===== src/rtl/ir_sched_if.sv =====
// Bus/switch side of the IR packet scheduler: requester inputs and the
// transmitter-facing COMMAND/SEND_PACKET/BUSY/PACKET_COUNT outputs.
interface ir_sched_if;
  logic       enable;
  logic       sw_mode;
  logic [3:0] sw_cmd;
  logic       bus_cmd_we;
  logic [3:0] bus_cmd_data;
  logic [3:0] command;
  logic       send_packet;
  logic       busy;
  logic [7:0] packet_count;

  modport master (
    output enable, sw_mode, sw_cmd, bus_cmd_we, bus_cmd_data,
    input  command, send_packet, busy, packet_count
  );

  modport slave (
    input  enable, sw_mode, sw_cmd, bus_cmd_we, bus_cmd_data,
    output command, send_packet, busy, packet_count
  );
endinterface


===== src/rtl/ir_packet_scheduler.sv =====
// IR packet scheduler: picks the drive command from the bus register or the
// switches, launches packets periodically or early on a new request, and
// freezes COMMAND for the duration of each packet.
//
// state     | meaning
// ----------+-------------------------------------------------------------
// ST_IDLE   | disabled; counter and pending flag cleared, outputs held
// ST_LAUNCH | one cycle: SEND_PACKET high, COMMAND just loaded
// ST_HOLD   | packet in flight, BUSY high, COMMAND frozen
// ST_WAIT   | waiting for period expiry, pending write or switch change
module ir_packet_scheduler #(
  parameter int unsigned PERIOD_CYCLES = 10_000_000,
  parameter int unsigned PACKET_CYCLES = 1_600_000,
  parameter int unsigned COUNTER_WIDTH = 24
) (
  input  logic        clk,
  input  logic        rst_n,
  ir_sched_if.slave   sif
);

  typedef enum logic [1:0] {
    ST_IDLE   = 2'd0,
    ST_LAUNCH = 2'd1,
    ST_HOLD   = 2'd2,
    ST_WAIT   = 2'd3
  } state_t;

  localparam logic [COUNTER_WIDTH-1:0] CNT_MAX = COUNTER_WIDTH'(PERIOD_CYCLES - 1);
  // CNT reads 0 on the first HOLD cycle, so leaving at PACKET_CYCLES-2 gives
  // PACKET_CYCLES-1 busy cycles and an earliest relaunch PACKET_CYCLES+1
  // cycles after the previous one.
  localparam logic [COUNTER_WIDTH-1:0] CNT_HOLD_END = COUNTER_WIDTH'(PACKET_CYCLES - 2);

  state_t                   state_q, state_d;
  logic [COUNTER_WIDTH-1:0] cnt_q, cnt_d;
  logic                     pending_q, pending_d;
  logic [3:0]               bus_reg_q, bus_reg_d;
  logic [3:0]               command_q, command_d;
  logic                     send_packet_q, send_packet_d;
  logic                     busy_q, busy_d;
  logic [7:0]               packet_count_q, packet_count_d;
  logic [3:0]               sel_cmd;
  logic                     launch;

  // Next-state, counter, pending flag and registered-output computation.
  always_comb begin
    state_d        = state_q;
    cnt_d          = cnt_q;
    pending_d      = pending_q;
    bus_reg_d      = bus_reg_q;
    command_d      = command_q;
    send_packet_d  = 1'b0;
    busy_d         = 1'b0;
    packet_count_d = packet_count_q;
    sel_cmd        = sif.sw_mode ? sif.sw_cmd : bus_reg_q;
    launch         = 1'b0;

    if (sif.bus_cmd_we) begin
      bus_reg_d = sif.bus_cmd_data;
    end

    case (state_q)
      ST_IDLE:   state_d = ST_LAUNCH;
      ST_LAUNCH: state_d = ST_HOLD;
      ST_HOLD:   if (cnt_q == CNT_HOLD_END) state_d = ST_WAIT;
      ST_WAIT: begin
        if ((cnt_q == CNT_MAX) || pending_q ||
            (sif.sw_mode && (sif.sw_cmd != command_q))) begin
          state_d = ST_LAUNCH;
        end
      end
      default:   state_d = ST_IDLE;
    endcase

    if (!sif.enable) begin
      state_d = ST_IDLE;
    end

    launch = (state_d == ST_LAUNCH);

    if (!sif.enable || (state_q == ST_IDLE) || (state_q == ST_LAUNCH)) begin
      cnt_d = '0;
    end else if (cnt_q != CNT_MAX) begin
      cnt_d = cnt_q + COUNTER_WIDTH'(1);
    end

    // A write landing on the launch edge survives the clear (set wins).
    pending_d = (pending_q && !launch) || (sif.bus_cmd_we && !sif.sw_mode);
    if (!sif.enable) begin
      pending_d = 1'b0;
    end

    // COMMAND loads on the edge entering LAUNCH, from pre-edge register values.
    if (launch) begin
      command_d      = sel_cmd;
      send_packet_d  = 1'b1;
      packet_count_d = packet_count_q + 8'd1;
    end
    busy_d = (state_d == ST_HOLD);
  end

  // State and output registers.
  always_ff @(posedge clk or negedge rst_n) begin
    if (!rst_n) begin
      state_q        <= ST_IDLE;
      cnt_q          <= '0;
      pending_q      <= 1'b0;
      bus_reg_q      <= 4'b0000;
      command_q      <= 4'b0000;
      send_packet_q  <= 1'b0;
      busy_q         <= 1'b0;
      packet_count_q <= 8'd0;
    end else begin
      state_q        <= state_d;
      cnt_q          <= cnt_d;
      pending_q      <= pending_d;
      bus_reg_q      <= bus_reg_d;
      command_q      <= command_d;
      send_packet_q  <= send_packet_d;
      busy_q         <= busy_d;
      packet_count_q <= packet_count_d;
    end
  end

  assign sif.command      = command_q;
  assign sif.send_packet  = send_packet_q;
  assign sif.busy         = busy_q;
  assign sif.packet_count = packet_count_q;

endmodule

===== src/flat_wrapper.sv =====
// flat-port wrapper written by rule: the top's interface ports become plain ports
module ir_packet_scheduler_flat 
#(
  parameter int unsigned PERIOD_CYCLES = 10_000_000,
  parameter int unsigned PACKET_CYCLES = 1_600_000,
  parameter int unsigned COUNTER_WIDTH = 24
)
  (clk, rst_n, sif_enable, sif_sw_mode, sif_sw_cmd, sif_bus_cmd_we, sif_bus_cmd_data, sif_command, sif_send_packet, sif_busy, sif_packet_count);
  ir_sched_if sif_i ();
  input  logic clk;
  input  logic rst_n;
  input wire logic [$bits(sif_i.enable)-1:0] sif_enable;
  input wire logic [$bits(sif_i.sw_mode)-1:0] sif_sw_mode;
  input wire logic [$bits(sif_i.sw_cmd)-1:0] sif_sw_cmd;
  input wire logic [$bits(sif_i.bus_cmd_we)-1:0] sif_bus_cmd_we;
  input wire logic [$bits(sif_i.bus_cmd_data)-1:0] sif_bus_cmd_data;
  output wire logic [$bits(sif_i.command)-1:0] sif_command;
  output wire logic [$bits(sif_i.send_packet)-1:0] sif_send_packet;
  output wire logic [$bits(sif_i.busy)-1:0] sif_busy;
  output wire logic [$bits(sif_i.packet_count)-1:0] sif_packet_count;
  assign sif_i.enable = sif_enable;
  assign sif_i.sw_mode = sif_sw_mode;
  assign sif_i.sw_cmd = sif_sw_cmd;
  assign sif_i.bus_cmd_we = sif_bus_cmd_we;
  assign sif_i.bus_cmd_data = sif_bus_cmd_data;
  assign sif_command = sif_i.command;
  assign sif_send_packet = sif_i.send_packet;
  assign sif_busy = sif_i.busy;
  assign sif_packet_count = sif_i.packet_count;
  ir_packet_scheduler #(.PERIOD_CYCLES(PERIOD_CYCLES), .PACKET_CYCLES(PACKET_CYCLES), .COUNTER_WIDTH(COUNTER_WIDTH)) u_core (.clk(clk), .rst_n(rst_n), .sif(sif_i));
endmodule

===== config.mk =====
export PLATFORM = sky130hd
export DESIGN_NAME = ir_packet_scheduler_flat
export DESIGN_NICKNAME = d
export VERILOG_FILES = /design/src/rtl/ir_sched_if.sv /design/src/rtl/ir_packet_scheduler.sv /design/src/flat_wrapper.sv
export SDC_FILE = /design/constraint.sdc
export NUM_CORES = 1
export LEC_CHECK = 0
export CORE_MARGIN = 2
export CORE_UTILIZATION = 40
export DETAILED_ROUTE_END_ITERATION = 12
export GPL_TIMING_DRIVEN = 0
export PLACE_DENSITY = 0.61
export SYNTH_ARGS = -nofsm -noshare
export SYNTH_HDL_FRONTEND = slang
export SYNTH_SLANG_ARGS = --single-unit

===== constraint.sdc =====
create_clock -name clk -period 2.6 [get_ports clk]
set_input_delay 0.52 -clock clk [delete_from_list [all_inputs] [get_ports clk]]
set_output_delay 0.52 -clock clk [all_outputs]
set_load 0.05 [all_outputs]

==> After elaboration in Yosys (flattened, before gate mapping) <==
Cells that the tools add are included.
{ "totals": {"reg_bits": 45, "out_inout_bits": 14, "wordCells": 41} }
{ "classes": {"addsub": 2, "n_eq_ne": 9, "mux": 9, "reduce_logical": 13} }
{ "ops": {"columns": ["op", "count"], "rows": [
  ["two-way mux 24 bit", 2],
  ["adder 24 x 1 -> 24 bit, second input constant", 1],
  ["equality test 24 x 21 -> 1 bit, second input constant", 1],
  ["equality test 24 bit, second input constant", 1],
  ["inequality test 24 bit, second input constant", 1],
  ["adder 8 x 1 -> 8 bit, second input constant", 1],
  ["one-hot mux 2 bit (4 select lines)", 1],
  ["equality test 2 bit, second input constant", 3],
  ["two-way mux 2 bit", 3],
  ["logical OR 1 bit", 5],
  ["equality test 2 x 1 -> 1 bit, second input constant", 2],
  ["two-way mux 4 bit", 1],
  ["inequality test 4 bit", 1],
  ["logical AND 1 bit", 3],
  ["zero test 1 bit", 3],
  ["zero test 2 bit", 1],
  ["two-way mux 1 bit", 2],
  ["nonzero test 2 bit", 1]
]} }

==> Logic depth before layout (Yosys ltp) <==
{ "logic_depth": {"word_depth": 11, "depth_mapped": 7} }

==> Least setup slack after synthesis <==
Ideal clock, no wire load.
{ "synth_path": {"kind": "reg2reg", "from": "register u_core.command_q[1], in the netlist u_core.sif.command[1]", "to": "register u_core.packet_count_q[1], in the netlist u_core.sif.packet_count[1]", "arrival_ns": 1.989, "required_time_ns": 2.504, "path_slack_ns": 0.516, "stages_incl_launch_ff": 7, "period_less_slack_ns": 2.084, "path_cell_list": "dfrtp_1 -> xor2_1 -> o41a_1 -> or2_0 -> buf_2 -> o211a_1 -> a311oi_2"} }
{ "synth_via": {"elab_chain_len": 7} }
{ "synth_lines": {"columns": ["element", "line_no", "text"], "rows": [
  ["from (decl)", "ir_packet_scheduler.sv:38", "logic [3:0] command_q, command_d;"],
  ["from (signal assigned)", "ir_packet_scheduler.sv:118", "command_q <= command_d;"],
  ["inequality test 4 bit", "ir_packet_scheduler.sv:68", "(sif.sw_mode && (sif.sw_cmd != command_q))) begin"],
  ["logical AND 1 bit", "ir_packet_scheduler.sv:68", null],
  ["logical OR 1 bit", "ir_packet_scheduler.sv:67", "if ((cnt_q == CNT_MAX) || pending_q ||"],
  ["two-way mux 2 bit", "ir_packet_scheduler.sv:67", null],
  ["one-hot mux 2 bit (4 select lines)", "ir_packet_scheduler.sv:62", "case (state_q)"],
  ["two-way mux 2 bit", "ir_packet_scheduler.sv:75", "if (!sif.enable) begin"],
  ["equality test 2 x 1 -> 1 bit", "ir_packet_scheduler.sv:79", "launch = (state_d == ST_LAUNCH);"],
  ["to (signal assigned)", "ir_packet_scheduler.sv:121", "packet_count_q <= packet_count_d;"],
  ["to (decl)", "ir_packet_scheduler.sv:41", "logic [7:0] packet_count_q, packet_count_d;"]
]} }
Every way passes these cells.
A chain may end at the register's enable or synchronous reset.

==> Worst setup path after layout <==
{ "layout_path": {"from": "register u_core.cnt_q[1]", "to": "register u_core.command_q[2], in the netlist u_core.sif.command[2]"} }
{ "layout_via": {"elab_chain_len": 7, "elab_cells_between_ends": 9, "cone_classes": "eq/ne: 3; mux: 4; reduce/logical: 2"} }
{ "layout_lines": {"columns": ["element", "line_no", "text"], "rows": [
  ["from (decl)", "ir_packet_scheduler.sv:35", "logic [COUNTER_WIDTH-1:0] cnt_q, cnt_d;"],
  ["from (signal assigned)", "ir_packet_scheduler.sv:115", "cnt_q <= cnt_d;"],
  ["equality test 24 bit", "ir_packet_scheduler.sv:67", null],
  ["logical OR 1 bit (2 in series)", "ir_packet_scheduler.sv:67", null],
  ["two-way mux 2 bit", "ir_packet_scheduler.sv:67", null],
  ["one-hot mux 2 bit (4 select lines) *", "ir_packet_scheduler.sv:62", null],
  ["two-way mux 2 bit *", "ir_packet_scheduler.sv:75", null],
  ["equality test 2 x 1 -> 1 bit *", "ir_packet_scheduler.sv:79", null]
]} }
Every way passes the cells marked *; elsewhere a longest branch is shown, timed or not.

==> results.cfg <==
[clock_network]
clockBufferDepth = 2
cts_resized = 0
clk_latency_ns = 0.31
cts_tree = yes
post_cts.repair.setup_buffers = 0
cts_hold_buf = 0
numCtsBuffers = 5
path_clk_slew_ns = 0.09
htree_num_levels = 2
cts.sinks = 45
clockRootBuffer = clkbuf_8

[floorplanning]
die_w_um = 82.6
core_sq_um = 5960
io_pins = 27
placementRows = 28
initial_core_util_pct = 41.5
die-area_sq_um = 6820
die_h_um = 82.6

[finish]
fin_cells = 361
multiInputGateArea_sq_um = 1250
layout.nets = 301
drive_gt1_share_pct = 8.74
fillers = 585
stdcell_area_sq_um = 2920
syn_to_final_growth_pct = 18.0
utilization_pct = 48.9
regArea_sq_um = 1130
antenna_cells = 0

[power_and_ir_drop]
swShare_pct = 43.4
leakage_nw = 1.18
pwr-share-clk_pct = 18.4
vdd_drop_max_v = 0.000480
p_comb_share_pct = 42.4
power_frac_seq_pct = 39.2
p_switching_w = 0.00104
intPower_w = 0.00136
power_density_nw_per_um2 = 823

[sta]
fin_setup_tns_ns = 0
relSlewSlack_pct = 57.1
hold_ws_ns = 0.115
finalCritPeriodShare_pct = 86.4
rsz0062_at_grt = no
hold_viol = 0
maxSlewViolCount = 0
tightest_slew_ns = 0.639
layout_min_cycle_time_ns = 2.25
fmax_ghz = 0.445
setup_viol = 0
finClkSkew_ns = 0.0102

[route]
drc = 0
wl_per_cell_um = 14.7
wirelength_um = 5290
num_vias = 1957
dr.pass1.iters = 4
first_iter_violations = 129
drtAntennaViolNets = 0
avgViaCountPerCell = 5.42

[synthesis]
synth_area_leaders = dfrtp_1 46%, xnor2_1 6.0%, xor2_1 5.3%
syn_area_sq_um = 2470
yosys_warnings = 0
synth_flop_cell = dfrtp_1
ys_seq_area_share_pct = 45.6
netlist_instances = 252
synth.distinct_cells = 45
synth_top_area_share_pct = 45.6
ys_ff_latch = 45
synth_area_leader_cell = dfrtp_1
synthTopCellsByCount = 45 x dfrtp_1, 28 x nor2_1, 17 x xnor2_1
avgSynthCellArea_sq_um = 9.80
syn_nets = 268
synth-edff-count = 0
synthArstFlopShare_pct = 100
synth_most_common_cell = dfrtp_1

[setup_path]
rrSetupSlack_ns = 0.35
crit_path_end_kind = flip-flop
rr_startpoint = u_core.cnt_q[1]
cp_max_fo = 8
reg2reg_to = u_core.sif.command[2]
path_class = reg -> reg
crit_arrival_ns = 2.46
worstPathRequired_ns = 2.81
startpoint_type = flip-flop
rr_worst_depth = 7

[place]
post_dp_cell_area_sq_um = 2830
dp_cells = 353
gp_congestion = 0.806
portBuffers = 25
dp_hpwl_um = 3730

[global_routing]
grt_util_met1_pct = 23.3
antenna_found_initial = 0
grt_pass1_vias = 1782
grt-busiest-layer = met2
met2_usage_pct = 24.7
grt_max_degree = 32
grtUsageMet3_pct = 4.24
grt_pass1_wl_um = 8550
grt_usage_pct = 16.7
grt_overflow = 0

[job]
max_cap_violations = 0

[run_status]
outcome = completed

[worst_hold_path]
holdCritPathClass = in -> async
## worst max path at each step
stage / from / to / slack (ns) / depth (start not counted)
global route: u_core.cnt_q[1] / u_core.sif.command[3] / 0.22 / 7
CTS: sif_sw_cmd[1] / u_core.sif.command[2] / 0.36 / 7
floorplan: u_core.sif.command[1] / u_core.sif.packet_count[1] / 0.52 / 6
finish: u_core.cnt_q[1] / u_core.sif.command[2] / 0.35 / 7
detailed placement: sif_sw_cmd[1] / u_core.sif.command[2] / 0.04 / 7
global placement: rst_n / u_core.sif.packet_count[6] / -0.26 / 1
## registers in the layout, indices dropped and copies added, names as in the netlist
signal                   flops
u_core.bus_reg_q             4
u_core.cnt_q                24
u_core.pending_q             1
u_core.sif.busy              1
u_core.sif.command           4
u_core.sif.packet_count      8
u_core.sif.send_packet       1
u_core.state_q               2
## critical path: stages, from the launching register on
cell and delay (ns):
dfrtp_1 0.41, ha_1 0.33, nor4bb_1 0.33, and4_1 0.29, and2_1 0.13, clkbuf_2 0.21, o21ai_2 0.13, a311oi_1 0.31
## area by class of cell
class	instances	share of cell area, %
multi-input combinational	184	42.9
sequential	45	38.6
timing repair buffer	26	9.10
tap	75	3.22
clock buffer	5	2.36
inverter	13	1.67
buffer	10	1.50
clock inverter	3	0.601
## per-layer routing
| layer | wire length (um) | vias to the layer above |
|---|---|---|
| met5 | 0 | - |
| met4 | 89 | 0 |
| met3 | 217 | 6 |
| met2 | 2320 | 39 |
| met1 | 2660 | 942 |
| li1 | - | 970 |
## logic make-up (layout without fill, tap and decap cells)
family / after synthesis / after routing / share of synthesized area, %
AOI/OAI and AO/OA: 40 / 40 / 12.5
buffers and inverters: 23 / 57 / 3.75
adders and majority gates: 3 / 3 / 1.52
xor gates and xnor gates: 32 / 32 / 11.3
DFF: 45 / 45 / 45.6
muxes: 8 / 8 / 3.44
and+or+nand+nor: 101 / 101 / 21.8
## power groups by stage
stage	registers (W)	logic (W)	clock network, W
3_5_place_dp	0.000951	0.00102	0
3_3_place_gp	0.000950	0.00100	0
4_1_cts	0.000937	0.00102	0.000449
2_1_floorplan	0.00124	0.000403	0
5_1_grt	0.000957	0.00110	0.000481
6_report	0.000941	0.00102	0.000443
## cell usage in the layout (no fill, tap or decap), types with 2 or more instances in the layout
master | synthesis | final
and4_1 | 3 | 3
nor2_1 | 28 | 28
inv_1 | 13 | 13
and2_1 | 6 | 6
o22ai_1 | 5 | 5
nor3b_1 | 2 | 2
or3_1 | 2 | 2
nand2_1 | 16 | 16
o21ai_0 | 3 | 3
and3_1 | 4 | 4
buf_2 | 4 | 5
nand4_1 | 9 | 9
o211ai_1 | 3 | 3
o211a_1 | 5 | 5
clkbuf_1 | 5 | 5
clkdlybuf4s50_1 | 0 | 24
nand3_1 | 8 | 8
mux2_2 | 4 | 4
a21oi_1 | 6 | 6
clkinv_2 | 0 | 2
nor3_1 | 9 | 9
mux2i_1 | 4 | 4
clkbuf_8 | 0 | 5
xnor2_1 | 17 | 17
a311oi_1 | 4 | 4
xor2_1 | 15 | 15
nor4_1 | 5 | 5
dfrtp_1 | 45 | 45
nor2b_1 | 2 | 2
a22oi_1 | 5 | 5
ha_1 | 3 | 3
## metrics by stage
stage / worst slack, ns / total power, W
finish: 0.354 / 0.00240
global route: 0.220 / 0.00254
CTS: 0.363 / 0.00241
detailed placement: 0.0373 / 0.00197
global placement: -0.260 / 0.00195
floorplan: 0.516 / 0.00164
(Power assumes the default switching activity.)
